**src/rtl/wirelog_pkg.sv**
```systemverilog
// Shared types and helpers for the wire-logic lamp bank: the FSM state,
// the default lamp pattern and the minimum-one clog2 used for index widths.
package wirelog_pkg;

    typedef enum logic [1:0] {
        COLLECT = 2'd0,
        COMMIT  = 2'd1,
        NOTIFY  = 2'd2
    } lamp_state_e;

    localparam logic [31:0] INIT_STATE_DEFAULT = 32'h0;
    localparam int          DUP_CNT_W_DEFAULT  = 8;

    // A single lamp still needs a one-bit index bus.
    function automatic int clog2_min1(input int value);
        return (value <= 2) ? 1 : $clog2(value);
    endfunction

endpackage

```
**src/rtl/logic_lamp_bank_if.sv**
```systemverilog
// Wire-trigger handshake between the event router (master) and the lamp bank (slave).
interface logic_lamp_bank_if #(
    parameter int IDX_W = 1
) ();

    logic             trig_valid;
    logic [IDX_W-1:0] trig_idx;
    logic             trig_ready;

    modport master (
        output trig_valid,
        output trig_idx,
        input  trig_ready
    );

    modport slave (
        input  trig_valid,
        input  trig_idx,
        output trig_ready
    );

endinterface

```
**src/rtl/lamp_pending_accum.sv**
```systemverilog
// Collects lamp toggles for one logic step, rejecting repeats and out-of-range
// indices; the duplicate counter and index error survive clear_i.
module lamp_pending_accum
    import wirelog_pkg::*;
#(
    parameter int LAMP_COUNT = 2,
    parameter int IDX_W      = clog2_min1(LAMP_COUNT),
    parameter int DUP_CNT_W  = DUP_CNT_W_DEFAULT
) (
    input  logic                  clk,
    input  logic                  reset_n,
    input  logic                  clear_i,
    input  logic                  accept_i,
    input  logic [IDX_W-1:0]      idx_i,
    output logic [LAMP_COUNT-1:0] pending_o,
    output logic [DUP_CNT_W-1:0]  dup_count_o,
    output logic                  idx_err_o
);

    logic [LAMP_COUNT-1:0] pending_q, pending_d;
    logic [LAMP_COUNT-1:0] hit_mask;
    logic [DUP_CNT_W-1:0]  dup_q, dup_d;
    logic                  idx_err_q, idx_err_d;
    logic                  in_range;
    logic                  is_dup;

    // Out-of-range indices decode to an empty mask so they can never alias a lamp.
    always_comb begin
        in_range = (32'(idx_i) < 32'(LAMP_COUNT));
        hit_mask = in_range ? (LAMP_COUNT'(1) << idx_i) : '0;
        is_dup   = |(pending_q & hit_mask);
    end

    always_comb begin
        pending_d = pending_q;
        dup_d     = dup_q;
        idx_err_d = idx_err_q;
        if (clear_i) begin
            pending_d = '0;
        end else if (accept_i) begin
            if (!in_range) begin
                idx_err_d = 1'b1;
            end else if (is_dup) begin
                dup_d = (dup_q == {DUP_CNT_W{1'b1}}) ? dup_q : dup_q + DUP_CNT_W'(1);
            end else begin
                pending_d = pending_q | hit_mask;
            end
        end
    end

    always_ff @(posedge clk or negedge reset_n) begin
        if (!reset_n) begin
            pending_q <= '0;
            dup_q     <= '0;
            idx_err_q <= 1'b0;
        end else begin
            pending_q <= pending_d;
            dup_q     <= dup_d;
            idx_err_q <= idx_err_d;
        end
    end

    assign pending_o   = pending_q;
    assign dup_count_o = dup_q;
    assign idx_err_o   = idx_err_q;

endmodule

```
**src/rtl/logic_lamp_bank.sv**
```systemverilog
// Lamp-state writer for a multi-input fault gate: gathers toggles per logic step,
// commits them atomically and strobes fault_pulse once the new lamps are stable.
module logic_lamp_bank
    import wirelog_pkg::*;
#(
    parameter int                    LAMP_COUNT = 2,
    parameter logic [LAMP_COUNT-1:0] INIT_STATE = LAMP_COUNT'(INIT_STATE_DEFAULT),
    parameter int                    DUP_CNT_W  = DUP_CNT_W_DEFAULT
) (
    input  logic                  clk,
    input  logic                  reset_n,
    input  logic                  logic_reset,
    input  logic                  step,
    logic_lamp_bank_if.slave      trig_if,
    output logic [LAMP_COUNT-1:0] lamp_out,
    output logic                  fault_pulse,
    output logic [DUP_CNT_W-1:0]  dup_count,
    output logic                  idx_err
);

    localparam int IDX_W = clog2_min1(LAMP_COUNT);

    lamp_state_e           state_q, state_d;
    logic [LAMP_COUNT-1:0] lamp_q, lamp_d;
    logic [LAMP_COUNT-1:0] pending;
    logic                  changed_q, changed_d;
    logic                  ready;
    logic                  accept;
    logic                  clear_pending;

    always_ff @(posedge clk or negedge reset_n) begin
        if (!reset_n) begin
            state_q <= COLLECT;
        end else begin
            state_q <= state_d;
        end
    end

    // Steps seen outside COLLECT are ignored; logic_reset always wins.
    always_comb begin
        state_d = state_q;
        if (logic_reset) begin
            state_d = COLLECT;
        end else begin
            unique case (state_q)
                COLLECT: if (step) state_d = COMMIT;
                COMMIT:  state_d = NOTIFY;
                NOTIFY:  state_d = COLLECT;
                default: state_d = COLLECT;
            endcase
        end
    end

    // changed_q is only ever set leaving COMMIT, so it is high solely during NOTIFY.
    always_comb begin
        ready         = (state_q == COLLECT);
        accept        = trig_if.trig_valid & ready & ~logic_reset;
        clear_pending = logic_reset | (state_q == COMMIT);
        lamp_d        = lamp_q;
        changed_d     = 1'b0;
        if (logic_reset) begin
            lamp_d = INIT_STATE;
        end else if (state_q == COMMIT) begin
            lamp_d    = lamp_q ^ pending;
            changed_d = |pending;
        end
    end

    always_ff @(posedge clk or negedge reset_n) begin
        if (!reset_n) begin
            lamp_q    <= INIT_STATE;
            changed_q <= 1'b0;
        end else begin
            lamp_q    <= lamp_d;
            changed_q <= changed_d;
        end
    end

    lamp_pending_accum #(
        .LAMP_COUNT (LAMP_COUNT),
        .IDX_W      (IDX_W),
        .DUP_CNT_W  (DUP_CNT_W)
    ) u_accum (
        .clk         (clk),
        .reset_n     (reset_n),
        .clear_i     (clear_pending),
        .accept_i    (accept),
        .idx_i       (trig_if.trig_idx),
        .pending_o   (pending),
        .dup_count_o (dup_count),
        .idx_err_o   (idx_err)
    );

    assign trig_if.trig_ready = ready;
    assign lamp_out           = lamp_q;
    assign fault_pulse        = changed_q;

endmodule
```
**src/flat_wrapper.sv**
```systemverilog
// flat-port wrapper written by rule: the top's interface ports become plain ports
module logic_lamp_bank_flat import wirelog_pkg::*;
#(
    parameter int                    LAMP_COUNT = 2,
    parameter logic [LAMP_COUNT-1:0] INIT_STATE = LAMP_COUNT'(INIT_STATE_DEFAULT),
    parameter int                    DUP_CNT_W  = DUP_CNT_W_DEFAULT
)
  (clk, reset_n, logic_reset, step, lamp_out, fault_pulse, dup_count, idx_err, trig_if_trig_valid, trig_if_trig_idx, trig_if_trig_ready);
  logic_lamp_bank_if trig_if_i ();
  input  logic clk;
  input  logic reset_n;
  input  logic logic_reset;
  input  logic step;
  output logic [LAMP_COUNT-1:0] lamp_out;
  output logic fault_pulse;
  output logic [DUP_CNT_W-1:0] dup_count;
  output logic idx_err;
  input wire logic [$bits(trig_if_i.trig_valid)-1:0] trig_if_trig_valid;
  input wire logic [$bits(trig_if_i.trig_idx)-1:0] trig_if_trig_idx;
  output wire logic [$bits(trig_if_i.trig_ready)-1:0] trig_if_trig_ready;
  assign trig_if_i.trig_valid = trig_if_trig_valid;
  assign trig_if_i.trig_idx = trig_if_trig_idx;
  assign trig_if_trig_ready = trig_if_i.trig_ready;
  logic_lamp_bank #(.LAMP_COUNT(LAMP_COUNT), .INIT_STATE(INIT_STATE), .DUP_CNT_W(DUP_CNT_W)) u_core (.clk(clk), .reset_n(reset_n), .logic_reset(logic_reset), .step(step), .trig_if(trig_if_i), .lamp_out(lamp_out), .fault_pulse(fault_pulse), .dup_count(dup_count), .idx_err(idx_err));
endmodule
```
**config.mk**
```make
export PLATFORM = sky130hd
export DESIGN_NAME = logic_lamp_bank_flat
export DESIGN_NICKNAME = d
export VERILOG_FILES = /design/src/rtl/wirelog_pkg.sv /design/src/rtl/logic_lamp_bank_if.sv /design/src/rtl/lamp_pending_accum.sv /design/src/rtl/logic_lamp_bank.sv /design/src/flat_wrapper.sv
export SDC_FILE = /design/constraint.sdc
export NUM_CORES = 1
export LEC_CHECK = 0
export BUFFER_PORTS_ARGS = -buffer_cell sky130_fd_sc_hd__buf_2
export CAP_MARGIN = 25
export CELL_PAD_IN_SITES_DETAIL_PLACEMENT = 0
export CELL_PAD_IN_SITES_GLOBAL_PLACEMENT = 1
export CORE_ASPECT_RATIO = 1.1
export CORE_UTILIZATION = 34
export CTS_CLUSTER_DIAMETER = 30
export DETAILED_ROUTE_END_ITERATION = 10
export GPL_ROUTABILITY_DRIVEN = 0
export PLACE_DENSITY = 0.75
export SYNTH_ARGS = -nofsm -noshare
export SYNTH_HDL_FRONTEND = slang
export SYNTH_SLANG_ARGS = --single-unit
```
**constraint.sdc**
```tcl
create_clock -name clk -period 1.4 [get_ports clk]
set_input_delay 0.14 -clock clk [delete_from_list [all_inputs] [get_ports clk]]
set_output_delay 0.14 -clock clk [all_outputs]
set_load 0.01 [all_outputs]
```
Word level (Yosys, flattened, before mapping)
Index checks and enable logic that the tools add are counted.
{ "word_totals": {"reg_bits": 15, "in_bits": 6, "out_inout_bits": 13, "word_cells": 37} }
{ "classes": {"add_sub_neg": 1, "eq_ne": 4, "shifts": 1, "mux": 10, "n_bitwise": 9, "reduce_logical": 7} }
{ "ops": {"columns": ["op", "n"], "rows": [
  ["2-to-1 mux 2 bit", 7],
  ["adder 8 x 1 -> 8 bit (second input constant)", 1],
  ["equality test 8 bit (second input constant)", 1],
  ["case mux 2 bit (2 select lines)", 1],
  ["AND reduction 4 bit", 1],
  ["nonzero test 2 bit", 2],
  ["OR reduction 2 bit", 2],
  ["inequality test 3 bit (second input constant)", 1],
  ["NOT 1 bit", 3],
  ["AND 1 bit", 2],
  ["AND 2 bit", 1],
  ["equality test 2 x 1 -> 1 bit (second input constant)", 1],
  ["logical NOT 2 bit", 1],
  ["2-to-1 mux 1 bit", 2],
  ["inequality test 2 x 1 -> 1 bit (second input constant)", 1],
  ["OR 2 bit", 1],
  ["AND reduction 2 bit", 1],
  ["<< shifter 1 x 1 -> 2 bit (first input constant)", 1],
  ["bitwise XOR 2 bit", 1],
  ["OR 1 bit", 1]
]} }

Logic depth before layout (Yosys ltp)
Gate-level depths: netlist of the first run.
{ "logic_depth": {"word_depth": 6, "depth_mapped": 5, "depth_no_buf": 5} }

Modules after synthesis
From an unflattened synthesis of the first run, not the netlist that was laid out.
{ "hier_totals": {"hier_cells": 71, "hier_area_um2": 768.2} }
{ "by_module_without_submodules": {"columns": ["mod", "n_inst", "cells_each", "area_each_um2", "seq_area_each_um2"], "rows": [
  ["lamp_pending_accum", 1, 49, 531.8, 250.2],
  ["logic_lamp_bank", 1, 22, 236.5, 125.1]
]} }

Worst setup path after synthesis of the first run
No wires, ideal clock.
{ "synth_timing": {"kind": "register -> register", "start": "register u_core.u_accum.dup_q[0] (netlist: u_core.u_accum.dup_count_o[0])", "end": "register u_core.u_accum.dup_q[1] (netlist: u_core.u_accum.dup_count_o[1])", "setup_time_ns": 0.128, "arrival_ns": 1.311, "t_required_ns": 1.272, "setup_slack_ns": -0.039, "stages_incl_launch_ff": 5, "path_buffers": 0, "synth_period_minus_slack_ns": 1.439, "cell_sequence": "dfrtp_1 -> ha_1 -> nand3_1 -> o211ai_4 -> mux2_1"} }
{ "synth_between": {"elab_chain_cells": 3, "word_cells_on_any_way": 4, "classes_between": "add/sub: 1; eq/ne: 1; bitwise: 1; reduce/logical: 1"} }
{ "synth_rtl": {"columns": ["element", "line", "rtl"], "rows": [
  ["start: declaration", "lamp_pending_accum.sv:22", "logic [DUP_CNT_W-1:0] dup_q, dup_d;"],
  ["start signal: assignment", "lamp_pending_accum.sv:58", "dup_q <= dup_d;"],
  ["branches (longest 3 deep; another with adder 8 x 1 -> 8 bit)", null, null]
]} }
Parallel ways; which one is timed is not known.
A chain may end at the register's enable or synchronous reset.

Final worst setup path of the first run
{ "layout_timing": {"start": "register u_core.u_accum.dup_q[1] (netlist: u_core.u_accum.dup_count_o[1])", "end": "register u_core.u_accum.dup_q[1] (netlist: u_core.u_accum.dup_count_o[1])"} }
The elaborated chain is that of the path after synthesis.

==> reports/metrics.csv, run 1 <==
stage,metric,value,unit
sta,Fin. Hold Viols,0,
setup_path,Setup crit end kind,flip-flop,
placement,dpl hpwl,1020,um
clock_tree,"buffers from clock root to sink, at most",2,
floorplanning,io pins,19,
setup_path,Worst Path Max Fanout,6,
clock_tree,TritonCTS clock tree,done,
sta,Final Cycle Share,99.8,%
detailed_routing,Antenna Nets Post-Route,0,
yosys,"Cell Area, Synth",698,um2
setup_path,Critical Path RT,1570,ps
detailed_routing,DR pass1 iterations,3,
sta,worst hold slack,116,ps
detailed_routing,drt wl/cell,11.3,um
detailed_routing,vias per cell,4.47,
setup_path,r2r startpoint,u_core.u_accum.dup_count_o[1]$_DFFE_PN0P_,
clock_tree,clock root cell,clkbuf_4,
setup_path,FF-to-FF End,u_core.u_accum.dup_count_o[1]$_DFFE_PN0P_,
setup_path,crit path kind,flip-flop to flip-flop,
yosys,Mapped Nets,67,
finish,Layout Nets,102,
finish,Inserted Diodes,0,
setup_path,worst setup path startpoint,u_core.u_accum.dup_count_o[1]$_DFFE_PN0P_,
yosys,sequential-to-total area share from yosys stat,53.8,%
yosys,Main synth FF type,dfrtp_1,
detailed_routing,Vias,541,
yosys,Synth cell types,23,
global_routing,largest net degree at the start of global routing,16,
global_routing,met1 Use GR,18.8,%
setup_path,Top delay family on crit path,flip-flops,
sta,Setup Skew,0.619,ps
placement,IO buf count,17,
sta,Max Slew Vio Count,0,
yosys,leading area contributor after synthesis,dfrtp_1,
yosys,post-synth top area share,53.8,%
worst_hold_path,worst hold-check path type,input port to flip-flop,
setup_path,slowest CP cell,dfrtp_1,
yosys,YS warnings,0,
yosys,Synth Instances,60,
sta,Fmax achieved,0.716,GHz
global_routing,vias in the first global route,526,
floorplanning,Std-Cell Rows,16,
clock_tree,CTS HTree Levels,1,
clock_tree,clock sinks,15,
setup_path,flop-to-flop setup slack,3,ps
clock_tree,clk_lat worst skew,280,ps
floorplanning,Total Die Area,2240,um2
flow_run,Max Cap Viol,0,
clock_tree,cts bufs inserted,3,
global_routing,met3 Resource Use GR,4.40,%
sta,final setup fails,0,
global_routing,first-pass GRT wire length,2370,um
power,Max VDD drop,0.893,mV
yosys,Area contributors post-synth,"dfrtp_1, xor2_1, nor4b_4, nor2_1, o211ai_4",
setup_path,worst reg2reg path depth,4,
detailed_routing,final wirelength,1370,um
global_routing,total gr overflow,0,
sta,worst setup margin,3.24,ps
global_routing,gr busiest metal,met2,
global_routing,initial antenna violation count,0,
sta,crit path time final,1400,ps
power,Pwr Density,1090,nW/um2
global_routing,GR Layer Usage met2,24.2,%
floorplanning,Die X,45.2,um
yosys,number of flops mapped to enable cells by yosys,0,
clock_tree,Worst-path clk slew,80,ps
setup_path,Critical Path Source Type,flip-flop,
floorplanning,Die Ht,49.5,um
setup_path,worst-path cell chain,"ha_2, nand3_1, o211ai_4, mux2_1",
sta,unrepaired setup endpoints after global routing,true,
detailed_routing,DRC,0,
yosys,commonest cells in the netlist,"dfrtp_1, xor2_1, nor2_1, nand2_1",
power,total power,1.03,mW
setup_path,Buf/Inv on CP,0,
floorplanning,Core Area,1860,um2
power,Leak Pwr,0.504,nW
placement,Place WS,-30.8,ps
detailed_routing,DR iter-0 viols,5,
setup_path,"slowest stage delay, CP",370,ps
floorplanning,Initial Util,37.5,%
setup_path,Levels on crit path,4,
finish,share of layout cells above drive strength 1,41.5,%
setup_path,arrival time worst endpoint,1570,ps
yosys,most frequent cell after synthesis,dfrtp_1,
status,outcome,finished clean,
setup_path,Setup crit end,u_core.u_accum.dup_count_o[1]$_DFFE_PN0P_,
finish,Area Overhead vs Synth,35.5,%
yosys,post-synthesis register bit count,15,
yosys,Async SR Flop Fraction,100,%
global_routing,gr usage total,15.6,%
yosys,synthesized area per cell,11.6,um2
-- layer usage --
| layer | routed length (um) | up-vias |
|---|---|---|
| li1 | - | 270 |
| met1 | 617 | 250 |
| met5 | 0 | - |
| met3 | 62 | 4 |
| met4 | 36 | 0 |
| met2 | 649 | 17 |
-- flip-flops by register name, summed over array words and instances, names as in the netlist --
| name | count |
|---|---|
| u_core.state_q | 2 |
| u_core.u_accum.pending_o | 2 |
| u_core.u_accum.dup_count_o | 8 |
| u_core.fault_pulse | 1 |
| u_core.lamp_out | 2 |
-- stage by stage --
stage	cells	utilization [%]	TNS, ps	instance area, um2
final	121	50.8	0	946
after floorplan	60	-	-39.0	698
after global routing	121	50.8	-342	946
after CTS	119	50.0	-76.5	931
after global placement	114	47.9	0	892
after detailed placement	114	47.9	-30.8	892
-- how the worst min path moves through the flow --
| stage | slack (ps) | from | cells past startpoint | endpoint |
|---|---|---|---|---|
| final | 120 | step | 2 | u_core.state_q[0]$_DFFE_PN0P_ |
| after global routing | 110 | step | 2 | u_core.state_q[0]$_DFFE_PN0P_ |
| after CTS | 110 | step | 2 | u_core.state_q[0]$_DFFE_PN0P_ |
| after detailed placement | 60 | reset_n | 1 | u_core.fault_pulse$_DFF_PN0_ |
| after global placement | 60 | reset_n | 1 | u_core.fault_pulse$_DFF_PN0_ |
| after floorplan | -160 | reset_n | 0 | u_core.fault_pulse$_DFF_PN0_ |
-- repair_timing --
item,in CTS,in global routing
endpoints found under the setup margin,3,7
setup buffers,0,2
hold endpoints to repair,15,0
cloned,0,0
hold buffers,1,0
resized for setup,1,0
pin swaps,4,2
-- worst reg2reg max path, stage by stage (launching register included) --
cell and delay (ps):
dfrtp_1 370, ha_2 200, nand3_1 120, o211ai_4 260
mux2_1 350
-- layout make-up --
type,instances,area (um2)
Timing Repair Buffer,31,193
Fill cell,186,916
Multi-Input combinational cell,41,307
Clock buffer,4,26.3
Tap cell,27,33.8
Inverter,3,11.3
Sequential cell,15,375
-- where the power goes --
part	total, mW	internal, mW	switching [mW]
combinational	0.272	0.146	0.126
clock	0.246	0.111	0.135
sequential	0.511	0.477	0.0338
total	1.03	0.734	0.295
-- cells in the final DEF (no fill, tap or decap), types with 2 or more instances in the layout --
cell type and count:
a31oi_1 2, nand2_1 5, clkbuf_4 3, nand4_1 2, nor3_1 3, inv_1 3, buf_2 17, nor2_1 6
xnor2_1 2, xor2_1 7, buf_4 13, nand3_1 2, dfrtp_1 15
-- logic make-up (layout without fill, tap and decap cells) --
| logic type | Yosys count | in the layout | share of synthesized area [%] |
|---|---|---|---|
| AND/OR/NAND/NOR | 24 | 24 | 20.8 |
| flip-flops | 15 | 15 | 53.8 |
| XOR/XNOR | 9 | 9 | 11.3 |
| AO/OA/AOI/OAI | 4 | 4 | 5.91 |
| buffers and inverters | 4 | 38 | 2.69 |
| multiplexers | 2 | 2 | 3.23 |
| adder cells (fa/ha/maj) | 1 | 1 | 1.79 |
| other | 1 | 1 | 0.537 |
No activity file was read; power rests on OpenSTA's default activity.
==> run 2, diff against run 1 <==
--- a/config.mk
+++ b/config.mk
@@ -10,11 +10,12 @@
 export CELL_PAD_IN_SITES_DETAIL_PLACEMENT = 0
 export CELL_PAD_IN_SITES_GLOBAL_PLACEMENT = 1
 export CORE_ASPECT_RATIO = 1.1
-export CORE_UTILIZATION = 34
+export CORE_UTILIZATION = 35
 export CTS_CLUSTER_DIAMETER = 30
 export DETAILED_ROUTE_END_ITERATION = 10
 export GPL_ROUTABILITY_DRIVEN = 0
-export PLACE_DENSITY = 0.75
+export PLACE_DENSITY = 0.76
 export SYNTH_ARGS = -nofsm -noshare
 export SYNTH_HDL_FRONTEND = slang
+export SYNTH_HIERARCHICAL = 1
 export SYNTH_SLANG_ARGS = --single-unit
==> run 2 against run 1 <==
  * Sequential power decreased by 9.6%
  * Clock power increased by 2%
  * Highest routed layer unchanged
  * Critical path type unchanged
  * The flow now finishes with violations (setup timing)
  * First-iteration DRC count increased by 80%
==> reports/metrics.csv, run 2 <==
stage,metric,value,unit,change
status,outcome,"finished, violations left",,
status,failing checks,setup timing,,
sta,unrepaired setup endpoints after global routing,true,,
global_routing,initial antenna violation count,0,,unchanged
yosys,post-synthesis register bit count,15,,unchanged
detailed_routing,met2 WL,754,um,+16%
setup_path,crit path kind,flip-flop to flip-flop,,
setup_path,worst-path cell chain,"nor3_2, and2_4, nand3b_4, nor2_2, mux2_1",,
yosys,number of flops mapped to enable cells by yosys,0,,unchanged
yosys,Async SR Flop Fraction,100,%,unchanged
finish,Inserted Diodes,0,,unchanged
floorplanning,Core Area,2040,um2,+9.7%
finish,area of the multi-input gates,412,um2,+34%
detailed_routing,WL met3,47,um,-24%
yosys,YS warnings,6,,+6
detailed_routing,DR pass1 iterations,4,,+1
sta,Fin. Hold Viols,0,,unchanged
global_routing,vias in the first global route,583,,+11%
clock_tree,"buffers from clock root to sink, at most",2,,unchanged
sta,Final Cycle Share,110,%,+10 points
yosys,Mapped Nets,78,,+16%
detailed_routing,top layer in use,met4,,
global_routing,total gr overflow,0,,unchanged
placement,placed insts,127,,+11%
placement,Placed Area,993,um2,+11%
floorplanning,Die X,46.7,um,+3.2%
floorplanning,Std-Cell Rows,17,,+1
clock_tree,cts bufs inserted,3,,unchanged
sta,worst setup margin,-138,ps,-141 ps
finish,final instance area,1060,um2,+12%
yosys,leading area contributor after synthesis,dfrtp_1,,
floorplanning,Die Ht,51.1,um,+3.3%
yosys,synthesized area per cell,10.8,um2,-7.0%
setup_path,"slowest stage delay, CP",420,ps,+50 ps
finish,most frequent cells in the layout,"buf_2, dfrtp_1, buf_4",,
detailed_routing,vias per cell,4.67,,+4.5%
finish,Layout Nets,114,,+12%
detailed_routing,Met1 Wirelength,739,um,+20%
yosys,sequential-to-total area share from yosys stat,48.9,%,-4.9 points
finish,Area Overhead vs Synth,38.1,%,
global_routing,largest net degree at the start of global routing,16,,unchanged
clock_tree,clock root cell,clkbuf_4,,
clock_tree,clk_lat worst skew,290,ps,about the same
finish,"leading cell type in the layout, fill and taps excluded",buf_2,,
floorplanning,Initial Util,37.6,%,+0.12 points
setup_path,Critical Path RT,1570,ps,about the same
sta,crit path time final,1540,ps,+141 ps
yosys,most frequent cell after synthesis,dfrtp_1,,
finish,fill count,202,,+8.6%
detailed_routing,final wirelength,1580,um,+16%
detailed_routing,Antenna Nets Post-Route,0,,unchanged
setup_path,Critical Path Source Type,flip-flop,,
clock_tree,clock sinks,15,,unchanged
sta,Fmax achieved,0.650,GHz,-9.2%
finish,share of layout cells above drive strength 1,47.2,%,+5.7 points
floorplanning,Total Die Area,2390,um2,+6.6%
yosys,Synth cell types,23,,unchanged
power,Pwr Density,788,nW/um2,-28%
setup_path,Worst Path Max Fanout,7,,+1
clock_tree,TritonCTS clock tree,done,,
finish,FF/Latch Area,375,um2,unchanged
power,Leak Pwr,0.570,nW,+13%
clock_tree,Worst-path clk slew,100,ps,+20 ps
clock_tree,CTS HTree Levels,1,,unchanged
floorplanning,io pins,19,,unchanged
sta,Setup Skew,7.09,ps,+6.47 ps
setup_path,arrival time worst endpoint,1710,ps,+140 ps
power,Max VDD drop,0.437,mV,-51%
yosys,"Cell Area, Synth",768,um2,+10%
setup_path,Setup crit end kind,flip-flop,,
yosys,Synth Instances,71,,+18%
detailed_routing,drt wl/cell,11.8,um,+4.8%
global_routing,first-pass GRT wire length,2460,um,+3.5%
setup_path,slowest CP cell,dfrtp_1,,
yosys,Area contributors post-synth,"dfrtp_1, mux2_4, nor2_1, mux2_1, mux2_2",,
global_routing,gr usage total,14.8,%,-0.82 points
flow_run,Max Cap Viol,0,,unchanged
placement,IO buf count,17,,unchanged
yosys,commonest cells in the netlist,"dfrtp_1, nor2_1, nand2_1",,
yosys,post-synth top area share,48.9,%,-4.9 points
detailed_routing,DRC,0,,unchanged
finish,max FFs per register,8,,unchanged
detailed_routing,DR iter-0 viols,9,,+4
worst_hold_path,worst hold-check path type,input port to flip-flop,,
detailed_routing,Vias,626,,+16%
yosys,Main synth FF type,dfrtp_1,,
finish,Non-Filler Instances,134,,+11%
sta,Max Slew Vio Count,0,,unchanged
placement,dpl hpwl,1160,um,+13%
sta,final setup fails,8,,+8
==> run 2: kinds of logic (layout without fill, tap and decap cells) <==
| logic type | count (synthesis) | after routing | synth area share, % |
|---|---|---|---|
| AOI/OAI and AO/OA | 4 | 4 | 2.61 |
| xor gates and xnor gates | 2 | 2 | 2.28 |
| adders and majority gates | 1 | 1 | 1.63 |
| buffers and inverters | 4 | 39 | 2.44 |
| DFF | 15 | 15 | 48.9 |
| muxes | 9 | 9 | 14.7 |
| other | 1 | 1 | 0.488 |
| and+or+nand+nor | 35 | 35 | 27.0 |
==> run 2: final cells by class <==
class | count | area share [%]
clock buffer | 3 | 2.12
tap | 28 | 3.30
sequential | 15 | 35.4
clock inverter | 1 | 0.472
inverter | 3 | 1.06
timing repair buffer | 32 | 18.9
multi-input combinational | 52 | 38.8
==> run 2: worst paths after layout <==
check                                                                from                                   endpoint  slack (ps)  cells past startpoint
min in group asynchronous                                         reset_n             u_core/lamp_out[0]$_DFFE_PN0P_         280                      2
max in group asynchronous                                         reset_n  u_core/u_accum/dup_count_o[1]$_DFFE_PN0P_         870                      2
worst min register to register  u_core/u_accum/dup_count_o[5]$_DFFE_PN0P_  u_core/u_accum/dup_count_o[5]$_DFFE_PN0P_         510                      1
worst max register to register              u_core/state_q[0]$_DFFE_PN0P_  u_core/u_accum/dup_count_o[1]$_DFFE_PN0P_        -140                      5
worst max-delay path                        u_core/state_q[0]$_DFFE_PN0P_  u_core/u_accum/dup_count_o[1]$_DFFE_PN0P_        -140                      5
worst min-delay path                                                 step              u_core/state_q[0]$_DFFE_PN0P_          70                      2
==> run 2: through the flow <==
step / hold WS [ps] / setup TNS, ps / worst slack (ps) / utilization (%) / power [mW]
after floorplan: -156 / -210 / -58.9 / - / 0.522
after global placement: 65.3 / -396 / -74.3 / 48.7 / 0.584
after detailed placement: 59.3 / -758 / -130 / 48.7 / 0.591
after CTS: 68.7 / -955 / -153 / 50.9 / 0.843
after global routing: 65.0 / -1530 / -233 / 52.0 / 0.881
final: 68.0 / -793 / -138 / 52.0 / 0.836
==> run 2: metal layers <==
layer  global-route usage [%]  up-vias
met4                     10.0        0
met1                     18.8      301
li1                         -      307
met5                        0        -
met2                     21.8       14
met3                     3.18        4
==> run 2: critical path, delay by kind of cell (launching register included) <==
kind	cells	cell delay [ps]
DFF	1	420
and+or+nand+nor	4	670
muxes	1	330
==> run 2: what timing repair did <==
action / 4_1_cts / 5_1_grt
pin swaps: 0 / 1
endpoints found under the hold margin: 15 / 0
hold buffers: 1 / 0
endpoints found under the setup margin: 8 / 8
buffers inserted: 1 / 1
gates resized for setup: 0 / 3
cloned: 0 / 0
==> run 2: power breakdown <==
part           switching, mW  leakage (nW)  total, mW  internal (mW)
clock                  0.145        0.0177      0.251          0.106
sequential            0.0130         0.207      0.462          0.449
combinational         0.0570         0.345      0.122         0.0647
total                  0.215         0.570      0.836          0.620
==> run 3, diff against run 2 <==
--- a/config.mk
+++ b/config.mk
@@ -5,16 +5,17 @@
 export SDC_FILE = /design/constraint.sdc
 export NUM_CORES = 1
 export LEC_CHECK = 0
+export ABC_AREA = 1
 export BUFFER_PORTS_ARGS = -buffer_cell sky130_fd_sc_hd__buf_2
 export CAP_MARGIN = 25
 export CELL_PAD_IN_SITES_DETAIL_PLACEMENT = 0
 export CELL_PAD_IN_SITES_GLOBAL_PLACEMENT = 1
 export CORE_ASPECT_RATIO = 1.1
-export CORE_UTILIZATION = 35
+export CORE_UTILIZATION = 33
 export CTS_CLUSTER_DIAMETER = 30
 export DETAILED_ROUTE_END_ITERATION = 10
 export GPL_ROUTABILITY_DRIVEN = 0
-export PLACE_DENSITY = 0.76
+export PLACE_DENSITY = 0.77
 export SYNTH_ARGS = -nofsm -noshare
 export SYNTH_HDL_FRONTEND = slang
 export SYNTH_HIERARCHICAL = 1
==> run 3 against run 2 <==
  * The run now ends clean
  * Via count up 30%
  * Fmax up 12%
  * Non-clock buffer count down 2
  * First-iteration DRC count up 11%
  * Clock power down 3%
  * Wire length up 13%
==> reports/metrics.csv, run 3 <==
stage,metric,value,unit,change
power,sequential fraction of design power,50.5,%,-4.8 points
detailed_routing,Antenna Nets Post-Route,0,,unchanged
yosys,Mapped Nets,125,,+60%
clock_tree,TritonCTS clock tree,done,,
power,internal power,0.683,mW,+10%
yosys,most frequent cell after synthesis,nand2_1,,
sta,Setup Skew,7.75,ps,+0.657 ps
placement,IO buf count,17,,unchanged
clock_tree,Worst-path clk slew,80,ps,-20 ps
yosys,Main synth FF type,dfrtp_1,,
power,Leak Pwr,0.627,nW,+9.9%
detailed_routing,met2 WL,972,um,+29%
setup_path,r2r startpoint,u_core/state_q[1]$_DFFE_PN0P_,,
setup_path,Critical Path RT,1620,ps,+50 ps
yosys,synthesized area per cell,7.11,um2,-34%
detailed_routing,DR pass1 iterations,4,,unchanged
sta,unrepaired setup endpoints after global routing,true,,
yosys,post-synthesis register bit count,15,,unchanged
sta,Final Cycle Share,98.0,%,-12 points
yosys,YS warnings,6,,unchanged
floorplanning,io pins,19,,unchanged
worst_hold_path,worst hold path startpoint,logic_reset,,
global_routing,total gr overflow,0,,unchanged
detailed_routing,final wirelength,1790,um,+13%
status,outcome,finished clean,,
floorplanning,Initial Util,36.2,%,-1.4 points
detailed_routing,vias per cell,4.49,,-3.9%
sta,Fin. Hold Viols,0,,unchanged
floorplanning,Core Area,2320,um2,+14%
yosys,Synth cell types,20,,-13%
yosys,commonest cells in the netlist,"nand2_1, inv_1, dfrtp_1, nor2_1, nand3_1",,
placement,dpl hpwl,1280,um,+11%
clock_tree,"buffers from clock root to sink, at most",2,,unchanged
sta,Fmax achieved,0.729,GHz,+12%
sta,worst hold slack,35.8,ps,-32.3 ps
global_routing,first-pass GRT wire length,2890,um,+18%
global_routing,vias in the first global route,720,,+23%
finish,share of layout cells above drive strength 1,29.8,%,-17 points
power,Pwr Density,878,nW/um2,+12%
power,power share of the clock group,25.4,%,-4.7 points
setup_path,arrival time worst endpoint,1590,ps,-120 ps
finish,Inserted Diodes,0,,unchanged
setup_path,Worst Path Max Fanout,7,,unchanged
clock_tree,clock root cell,clkbuf_4,,
detailed_routing,drt wl/cell,9.89,um,-16%
clock_tree,cts bufs inserted,3,,unchanged
floorplanning,Total Die Area,2750,um2,+15%
yosys,post-synth top area share,44.7,%,-4.2 points
detailed_routing,DRC,0,,unchanged
detailed_routing,top layer in use,met4,,
placement,Placed Area,987,um2,-0.63%
yosys,Async SR Flop Fraction,100,%,unchanged
detailed_routing,Met1 Wirelength,751,um,+1.6%
floorplanning,Die X,50.1,um,+7.3%
power,NetSw,0.280,mW,+30%
power,switch share,29.1,%,+3.3 points
global_routing,initial antenna violation count,0,,unchanged
yosys,Area contributors post-synth,"dfrtp_1, nand2_1, inv_1, nor2_1, nand3_2",,
detailed_routing,DR iter-0 viols,10,,+1
yosys,sequential-to-total area share from yosys stat,44.7,%,-4.2 points
clock_tree,clk_lat worst skew,280,ps,about the same
sta,final setup fails,0,,-8
clock_tree,CTS HTree Levels,1,,unchanged
yosys,number of flops mapped to enable cells by yosys,0,,unchanged
yosys,leading area contributor after synthesis,dfrtp_1,,
yosys,"Cell Area, Synth",840,um2,+9.3%
worst_hold_path,worst hold-check path type,input port to flip-flop,,
setup_path,Critical Path Source Type,flip-flop,,
finish,Layout Nets,159,,+39%
detailed_routing,Vias,813,,+30%
finish,most frequent cells in the layout,"nand2_1, buf_2, inv_1",,
global_routing,gr usage total,14.2,%,-0.61 points
sta,total negative slack,0,ps,+793 ps
detailed_routing,WL met3,59,um,+26%
finish,Area Overhead vs Synth,30.6,%,
yosys,Synth Instances,118,,+66%
sta,Max Slew Vio Count,0,,unchanged
finish,max FFs per register,8,,unchanged
flow_run,Max Cap Viol,0,,unchanged
clock_tree,clock sinks,15,,unchanged
setup_path,Setup crit end kind,flip-flop,,
global_routing,largest net degree at the start of global routing,16,,unchanged
sta,crit path time final,1370,ps,-165 ps
floorplanning,Std-Cell Rows,18,,+1
power,Comb pwr share,24.1,%,+9.5 points
finish,"leading cell type in the layout, fill and taps excluded",nand2_1,,
power,Max VDD drop,0.509,mV,+16%
setup_path,worst setup path startpoint,u_core/state_q[1]$_DFFE_PN0P_,,
setup_path,crit path kind,flip-flop to flip-flop,,
floorplanning,Die Ht,54.9,um,+7.4%
finish,final instance area,1100,um2,+3.3%
## run 3: cell count changes after synthesis, moves of 3 or more
cell	change
nand2_1	+43
inv_1	+15
mux2_1	-3
mux2_2	-3
mux2_4	-3
nand2b_1	-3
nand3_1	+3
nand3_2	+3
nor2_2	+3
nor3_1	-3
## run 3: routing by layer
metal	vias up	track usage, %
li1	420	-
met4	0	5.71
met1	375	15.8
met2	16	27.8
met5	-	0
met3	2	1.64
## run 3: timing repair
action                                 in CTS  in global routing
endpoints found under the hold margin      15                  0
hold buffers                                1                  0
gates resized for setup                     0                  2
pin swaps                                   3                  5
setup endpoints to repair                   7                 10
buffers inserted                            7                  2
## run 3: final cells by class
cell class              instances  area (um2)
clock buffers                   4        26.3
inverters                      20        75.1
well taps                      30        37.5
fillers                       247        1220
multi-input cells              82         397
flip-flops and latches         15         375
repair buffers                 30         185
## run 3: final timing paths
check / slack [ps] / cells after the start / to
max reg2reg: 30 / 9 / u_core/u_accum/dup_count_o[2]$_DFFE_PN0P_
min in group asynchronous: 290 / 2 / u_core/u_accum/dup_count_o[5]$_DFFE_PN0P_
max: 30 / 9 / u_core/u_accum/dup_count_o[2]$_DFFE_PN0P_
max in group asynchronous: 840 / 2 / u_core/lamp_out[1]$_DFFE_PN0P_
min: 40 / 2 / u_core/state_q[1]$_DFFE_PN0P_
min reg2reg: 560 / 2 / u_core/u_accum/dup_count_o[6]$_DFFE_PN0P_
## run 3: stage by stage
step,cells,util [%],worst slack (ps),total power [mW]
floorplan,118,-,-4.37,0.603
global placement,167,42.6,43.3,0.700
detailed placement,167,42.6,-35.4,0.700
CTS,179,46.4,1.25,0.982
global route,181,47.2,-103,1.03
finish,181,47.2,27.3,0.963
## run 3: worst max-delay path, stage by stage, from the launching register on
cell     delay (ps)
dfrtp_1         390
nor2_2          140
nand2_2          70
nor2_2          100
inv_1            50
nor2_2           80
nand3_2         120
nor2_4          220
nand2_1          80
nand2_1          50
## run 3: logic make-up after synthesis
family          count (synthesis)  share of synthesized area [%]
other cells                     1                          0.447
compound gates                  5                           2.98
buf+inv                        21                           9.83
xor+xnor                        2                           2.09
simple gates                   73                           38.5
fa+ha+maj                       1                           1.49
flops                          15                           44.7
## run 3: power by group through the flow
| stage | combinational, mW | clock, mW | sequential (mW) |
|---|---|---|---|
| 6_report | 0.232 | 0.244 | 0.486 |
| 5_1_grt | 0.259 | 0.276 | 0.492 |
| 4_1_cts | 0.227 | 0.268 | 0.487 |
| 3_5_place_dp | 0.205 | 0 | 0.495 |
| 3_3_place_gp | 0.206 | 0 | 0.494 |
| 2_1_floorplan | 0.0843 | 0 | 0.518 |
